--- src/rtl/pc_fetch_if.sv ---
// pc_fetch_if: bundle of the PC-generator, memory and decode handshakes of the fetch unit.
// master: the fetch unit (drives pc_take, mem_req_*, ins_valid/data/addr).
// slave : the surrounding PC generator, memory and decode stage.
interface pc_fetch_if #(
  parameter int ADDR_W = 32,
  parameter int DATA_W = 32
);
  logic [ADDR_W-1:0] pc_addr;
  logic              pc_take;
  logic              flush;
  logic              mem_req_valid;
  logic              mem_req_ready;
  logic [ADDR_W-1:0] mem_req_addr;
  logic              mem_rsp_valid;
  logic [DATA_W-1:0] mem_rsp_data;
  logic              ins_valid;
  logic              ins_ready;
  logic [DATA_W-1:0] ins_data;
  logic [ADDR_W-1:0] ins_addr;
  modport master (
    input  pc_addr, flush, mem_req_ready, mem_rsp_valid, mem_rsp_data, ins_ready,
    output pc_take, mem_req_valid, mem_req_addr, ins_valid, ins_data, ins_addr
  );
  modport slave (
    output pc_addr, flush, mem_req_ready, mem_rsp_valid, mem_rsp_data, ins_ready,
    input  pc_take, mem_req_valid, mem_req_addr, ins_valid, ins_data, ins_addr
  );
endinterface

--- src/rtl/pc_fetch.sv ---
// pc_fetch: instruction fetch unit; issues PC addresses to memory, queues in-order responses for decode.
// Ports: clock, reset_n (async active-low); bus (pc_fetch_if.master): pc_addr/pc_take from the PC
// generator, flush redirect, mem_req_valid/ready/addr and mem_rsp_valid/data to memory,
// ins_valid/ready/data/addr to decode.
// Option: define PC_FETCH_BYPASS_EN to forward a response straight to decode when it lands in the head slot.
module pc_fetch #(
  parameter int ADDR_W = 32,
  parameter int DATA_W = 32,
  parameter int DEPTH  = 4
) (
  input logic      clock,
  input logic      reset_n,
  pc_fetch_if.master bus
);
  localparam int PW = $clog2(DEPTH);
  localparam int CW = $clog2(DEPTH + 1);
  localparam int W1 = CW + 1;
  logic [PW-1:0]     alloc_q, alloc_d, fill_q, fill_d, head_q, head_d;
  logic [CW-1:0]     used_q, used_d, drop_q, drop_d, pend_q, pend_d;
  logic [ADDR_W-1:0] addr_q [DEPTH];
  logic [ADDR_W-1:0] addr_d [DEPTH];
  logic [DATA_W-1:0] data_q [DEPTH];
  logic [DATA_W-1:0] data_d [DEPTH];
  logic [DEPTH-1:0]  full_q, full_d;
  logic [W1-1:0]     occ, drop_sum;
  logic              take, rsp_drop, rsp_fill, pop, byp;
  assign occ           = {1'b0, used_q} + {1'b0, drop_q};
  assign bus.mem_req_valid = (occ < W1'(DEPTH)) && !bus.flush;
  assign bus.mem_req_addr  = bus.pc_addr;
  assign take          = bus.mem_req_valid && bus.mem_req_ready;
  assign bus.pc_take   = take;
  // pend_q counts live in-flight requests; drop_q counts stale ones killed by a flush.
  // A response with neither outstanding is ignored.
  assign rsp_drop      = bus.mem_rsp_valid && drop_q != '0;
  assign rsp_fill      = bus.mem_rsp_valid && drop_q == '0 && pend_q != '0;
`ifdef PC_FETCH_BYPASS_EN
  assign byp           = bus.mem_rsp_valid && used_q == CW'(1) && drop_q == '0 && head_q == fill_q;
`else
  assign byp           = 1'b0;
`endif
  assign bus.ins_valid = (full_q[head_q] && used_q != '0) || byp;
  assign bus.ins_data  = byp ? bus.mem_rsp_data : data_q[head_q];
  assign bus.ins_addr  = addr_q[head_q];
  assign pop           = bus.ins_valid && bus.ins_ready && !bus.flush;
  assign drop_sum      = {1'b0, drop_q} + {1'b0, pend_q} - W1'(rsp_drop | rsp_fill);
  always_comb begin
    alloc_d = alloc_q;
    fill_d  = fill_q;
    head_d  = head_q;
    used_d  = used_q;
    drop_d  = drop_q;
    pend_d  = pend_q;
    addr_d  = addr_q;
    data_d  = data_q;
    full_d  = full_q;
    if (bus.flush) begin
      // every live in-flight request becomes stale; the response arriving now is discarded too
      drop_d = drop_sum[CW-1:0];
      pend_d = '0;
      used_d = '0;
      full_d = '0;
      fill_d = alloc_q;
      head_d = alloc_q;
    end else begin
      if (take) begin
        addr_d[alloc_q] = bus.pc_addr;
        full_d[alloc_q] = 1'b0;
        alloc_d         = alloc_q + PW'(1);
      end
      if (rsp_drop) drop_d = drop_q - CW'(1);
      if (pop) begin
        full_d[head_q] = 1'b0;
        head_d         = head_q + PW'(1);
      end
      if (rsp_fill) begin
        fill_d = fill_q + PW'(1);
        // a bypassed word consumed this cycle never needs to be stored
        if (!(byp && pop)) begin
          data_d[fill_q] = bus.mem_rsp_data;
          full_d[fill_q] = 1'b1;
        end
      end
      used_d = used_q + CW'(take) - CW'(pop);
      pend_d = pend_q + CW'(take) - CW'(rsp_fill);
    end
  end
  always_ff @(posedge clock or negedge reset_n)
    if (!reset_n) begin
      alloc_q <= '0;
      fill_q  <= '0;
      head_q  <= '0;
      used_q  <= '0;
      drop_q  <= '0;
      pend_q  <= '0;
      addr_q  <= '{default: '0};
      data_q  <= '{default: '0};
      full_q  <= '0;
    end else begin
      alloc_q <= alloc_d;
      fill_q  <= fill_d;
      head_q  <= head_d;
      used_q  <= used_d;
      drop_q  <= drop_d;
      pend_q  <= pend_d;
      addr_q  <= addr_d;
      data_q  <= data_d;
      full_q  <= full_d;
    end
endmodule
--- src/flat_wrapper.sv ---
// flat-port wrapper written by rule: the top's interface ports become plain ports
module pc_fetch_flat 
#(
  parameter int ADDR_W = 32,
  parameter int DATA_W = 32,
  parameter int DEPTH  = 4
)
  (clock, reset_n, bus_pc_addr, bus_flush, bus_mem_req_ready, bus_mem_rsp_valid, bus_mem_rsp_data, bus_ins_ready, bus_pc_take, bus_mem_req_valid, bus_mem_req_addr, bus_ins_valid, bus_ins_data, bus_ins_addr);
  pc_fetch_if #(.ADDR_W(ADDR_W), .DATA_W(DATA_W)) bus_i ();
  input logic clock;
  input logic reset_n;
  input wire logic [$bits(bus_i.pc_addr)-1:0] bus_pc_addr;
  input wire logic [$bits(bus_i.flush)-1:0] bus_flush;
  input wire logic [$bits(bus_i.mem_req_ready)-1:0] bus_mem_req_ready;
  input wire logic [$bits(bus_i.mem_rsp_valid)-1:0] bus_mem_rsp_valid;
  input wire logic [$bits(bus_i.mem_rsp_data)-1:0] bus_mem_rsp_data;
  input wire logic [$bits(bus_i.ins_ready)-1:0] bus_ins_ready;
  output wire logic [$bits(bus_i.pc_take)-1:0] bus_pc_take;
  output wire logic [$bits(bus_i.mem_req_valid)-1:0] bus_mem_req_valid;
  output wire logic [$bits(bus_i.mem_req_addr)-1:0] bus_mem_req_addr;
  output wire logic [$bits(bus_i.ins_valid)-1:0] bus_ins_valid;
  output wire logic [$bits(bus_i.ins_data)-1:0] bus_ins_data;
  output wire logic [$bits(bus_i.ins_addr)-1:0] bus_ins_addr;
  assign bus_i.pc_addr = bus_pc_addr;
  assign bus_i.flush = bus_flush;
  assign bus_i.mem_req_ready = bus_mem_req_ready;
  assign bus_i.mem_rsp_valid = bus_mem_rsp_valid;
  assign bus_i.mem_rsp_data = bus_mem_rsp_data;
  assign bus_i.ins_ready = bus_ins_ready;
  assign bus_pc_take = bus_i.pc_take;
  assign bus_mem_req_valid = bus_i.mem_req_valid;
  assign bus_mem_req_addr = bus_i.mem_req_addr;
  assign bus_ins_valid = bus_i.ins_valid;
  assign bus_ins_data = bus_i.ins_data;
  assign bus_ins_addr = bus_i.ins_addr;
  pc_fetch #(.ADDR_W(ADDR_W), .DATA_W(DATA_W), .DEPTH(DEPTH)) u_core (.clock(clock), .reset_n(reset_n), .bus(bus_i));
endmodule
--- config.mk ---
export PLATFORM = sky130hd
export DESIGN_NAME = pc_fetch_flat
export DESIGN_NICKNAME = d
export VERILOG_FILES = /design/src/rtl/pc_fetch_if.sv /design/src/rtl/pc_fetch.sv /design/src/flat_wrapper.sv
export SDC_FILE = /design/constraint.sdc
export NUM_CORES = 1
export LEC_CHECK = 0
export ABC_AREA = 1
export BUFFER_PORTS_ARGS = -buffer_cell sky130_fd_sc_hd__buf_2
export CORE_MARGIN = 8
export CORE_UTILIZATION = 50
export DETAILED_ROUTE_END_ITERATION = 8
export PLACE_DENSITY = 0.8
export SYNTH_ARGS = -nofsm -noshare
export SYNTH_HDL_FRONTEND = slang
export SYNTH_SLANG_ARGS = --single-unit
--- constraint.sdc ---
create_clock -name clock -period 3.89 [get_ports clock]
set_clock_uncertainty 0.1 [all_clocks]
set_input_delay 0.389 -clock clock [delete_from_list [all_inputs] [get_ports clock]]
set_output_delay 0.389 -clock clock [all_outputs]
set_load 0.02 [all_outputs]
==> results.cfg <==
[min_path]
hold_class = in2reg

[setup_path]
crit_fanout = 105
cp_slowest_cell = dfrtp_4
crit_buf_inv = 3
crit_chain = inv_4 -> buf_6 -> o21ai_0 -> o22ai_1 -> buf_2
path_delay_family = buffers and inverters
critPathLaunchType = flop
cp-end-kind = primary output
crit_arrival_ns = 3.00
worstSetupPathType = reg2out
cp.required_ns = 3.40
max_stage_delay_ns = 0.67
ff2ff_setup_slack_ns = 1.00

[pwr]
p_leak_nw = 7.57
peakVddDrop_uv = 489
powerDensity_nw_per_um2 = 812

[synth]
ys_top_cells_by_count = nand2_1, dfrtp_1, o21ai_0, o21ai_1, nor2_1
synthFlopType = dfrtp_1
ys_seq_area_share_pct = 51.4
netlist.area_leader.share_pct = 51.4
synthTopCellsByArea = dfrtp_1, nand2_1, o21ai_0
ys_seq_elements = 275
syn_area_per_cell_um2 = 8.53
yosys.area.top_type = dfrtp_1
yosysWarnings = 0
async_flop_share_pct = 100
synth_edf_count = 0
yosysMostFrequentCell = nand2_1
synth_cell_type_count = 28
synth_area_um2 = 13400
synthCells = 1571
synth_nets = 1667

[finish]
nNetsFinal = 1766
area_growth_pct = 13.3
final.fill_count = 2317
regArea_um2 = 6890
layout-drive-gt1-share_pct = 16.9
multi_input_area_um2 = 5300
fin_area_um2 = 15200

[placement]
io_buffers = 168
dpl_cell_area_um2 = 13900
pre_cts_ws_ns = 0.794
dp_hpwl_um = 20100
place_congestion = 0.808

[floorplan]
initial_core_util_pct = 50.3
coreArea_um2 = 26700
die_area_um2 = 32300
die_h_um = 180
pin_count = 169
rows = 60
dieWidth_um = 180

[clock_network]
clk_path_buf_depth = 3
cts_max_level = 1
cts_sinks = 275
clk_latency_ns = 0.55
cts_buffers = 30
cts_tree = yes
root_buffer = clkbuf_16
clk_pin_slew_ns = 0.06

[global_route]
first_global_vias = 11400
grt_max_degree = 118
grt_usage_pct = 21.3
busiest_layer = met2
overflow = 0
grtUsageMet2_pct = 36.0
grt_pass1_wl_um = 58000
use_met3_pct = 4.07
met1_usage_pct = 27.5
grt_antenna_before_repair = 3

[drt]
drc = 0
antenna_left = 0
num_vias = 11300
wl_per_cell_um = 17.4
wl_um = 35300
via_per_inst = 5.53
drtIter0Drc = 1266
drtPass1Iterations = 5

[sta]
hold_violations = 0
worst_pin_slew_ns = 1.06
fin_ws_ns = 0.402
slew_headroom_pct = 29.5
tns_ns = 0
fmaxAchievable_ghz = 0.287
slew_violations = 0
period_share_pct = 89.7
setup_violations = 0
rsz0062_at_grt = false
layout_min_cycle_time_ns = 3.49

[run]
cap_violations = 0

[outcome]
status = complete, no violations
## area by class of cell
type	count	area share (%)
multi-input cells	1089	34.9
repair buffers	209	8.23
clock buffers	39	5.70
diodes	1	0.0165
flip-flops and latches	275	45.4
well taps	341	2.81
clock inverters	16	1.36
inverters	65	1.62
## timing repair
action                                  4_1_cts  5_1_grt
hold endpoints to repair                    174        0
hold buffers                                 25        0
resized for setup                             0        1
setup buffers                                 0        0
endpoints found under the setup margin        0        1
## where the power goes
part           internal (mW)  switching [mW]  total, mW
registers               3.93           0.631       4.56
logic                   1.55            3.20       4.75
clock network           1.84            1.18       3.02
total                   7.32            5.01       12.3
## cell families (layout without fill, tap and decap cells)
family	count (synthesis)	in the layout	share of synthesized area, %
AO/OA/AOI/OAI	457	457	18.6
XOR/XNOR	9	9	0.588
adder cells (fa/ha/maj)	26	26	2.60
buffers and inverters	207	329	9.09
flip-flops	275	275	51.4
other	0	1	0
AND/OR/NAND/NOR	597	597	17.8
## path summary, 6_finish.rpt
kind	startpoint	end	cells past startpoint
max in group asynchronous	reset_n	u_core.addr_q[39]	3
hold / removal	bus_pc_addr[20]	u_core.addr_q[116]	3
hold reg to reg	u_core.addr_q[76]	u_core.addr_q[76]	2
setup reg to reg	u_core.used_q[1]	u_core.addr_q[102]	7
setup / recovery	u_core.head_q[0]	bus_ins_data[26]	5
min in group asynchronous	reset_n	u_core.data_q[19]	2
## layer usage
layer  vias to the layer above  wire, um
met1                      5409     15000
met3                        61      2490
met2                       447     17000
met4                         2       819
li1                       5332         -
met5                         -        10
## flip-flops by register name (all words and copies together) (netlist names), 3 cells and up
name,cells
u_core.used_q,3
u_core.drop_q,3
u_core.pend_q,3
u_core.data_q,128
u_core.addr_q,128
u_core.full_q,4
## per-stage QoR
stage | total power [mW] | hold WS, ns | utilization, % | cells
4_1_cts | 12.4 | 0.000960 | 56.9 | 2034
6_report | 12.3 | 0.0195 | 57.0 | 2035
2_1_floorplan | 7.81 | -0.00659 | - | 1571
5_1_grt | 13.1 | 0.0175 | 57.0 | 2035
3_5_place_dp | 9.29 | 0.363 | 52.0 | 1954
3_3_place_gp | 9.11 | 0.357 | 52.0 | 1954
## worst reg2reg max path, cell delays in order (launching register included)
cell	delay [ns]
dfrtp_1	0.43
ha_1	0.30
nand3_1	0.13
nand4_4	0.25
buf_4	0.56
buf_4	0.69
o21ai_0	0.24
nand2_1	0.11
## cells in the final DEF, fill, tap and decap left out, types with 2 or more instances in the layout
master and n:
inv_2 2, buf_2 167, nor2_1 143, nand2_1 427, xnor2_1 5, inv_1 61, bufinv_16 4, buf_12 2
o22ai_1 64, clkbuf_8 6, fa_1 3, clkbuf_16 31, dlygate4sd3_1 25, ha_1 23, nand2_4 4, nand4_1 4
o21ai_2 31, clkinv_4 4, dfrtp_1 273, buf_4 13, nand3_1 9, clkinv_2 4, clkbuf_1 2, o21ai_1 171
clkinvlp_4 3, nor2_4 5, o21ai_0 190, xor2_1 4
Power figures use the tool's default switching activity.
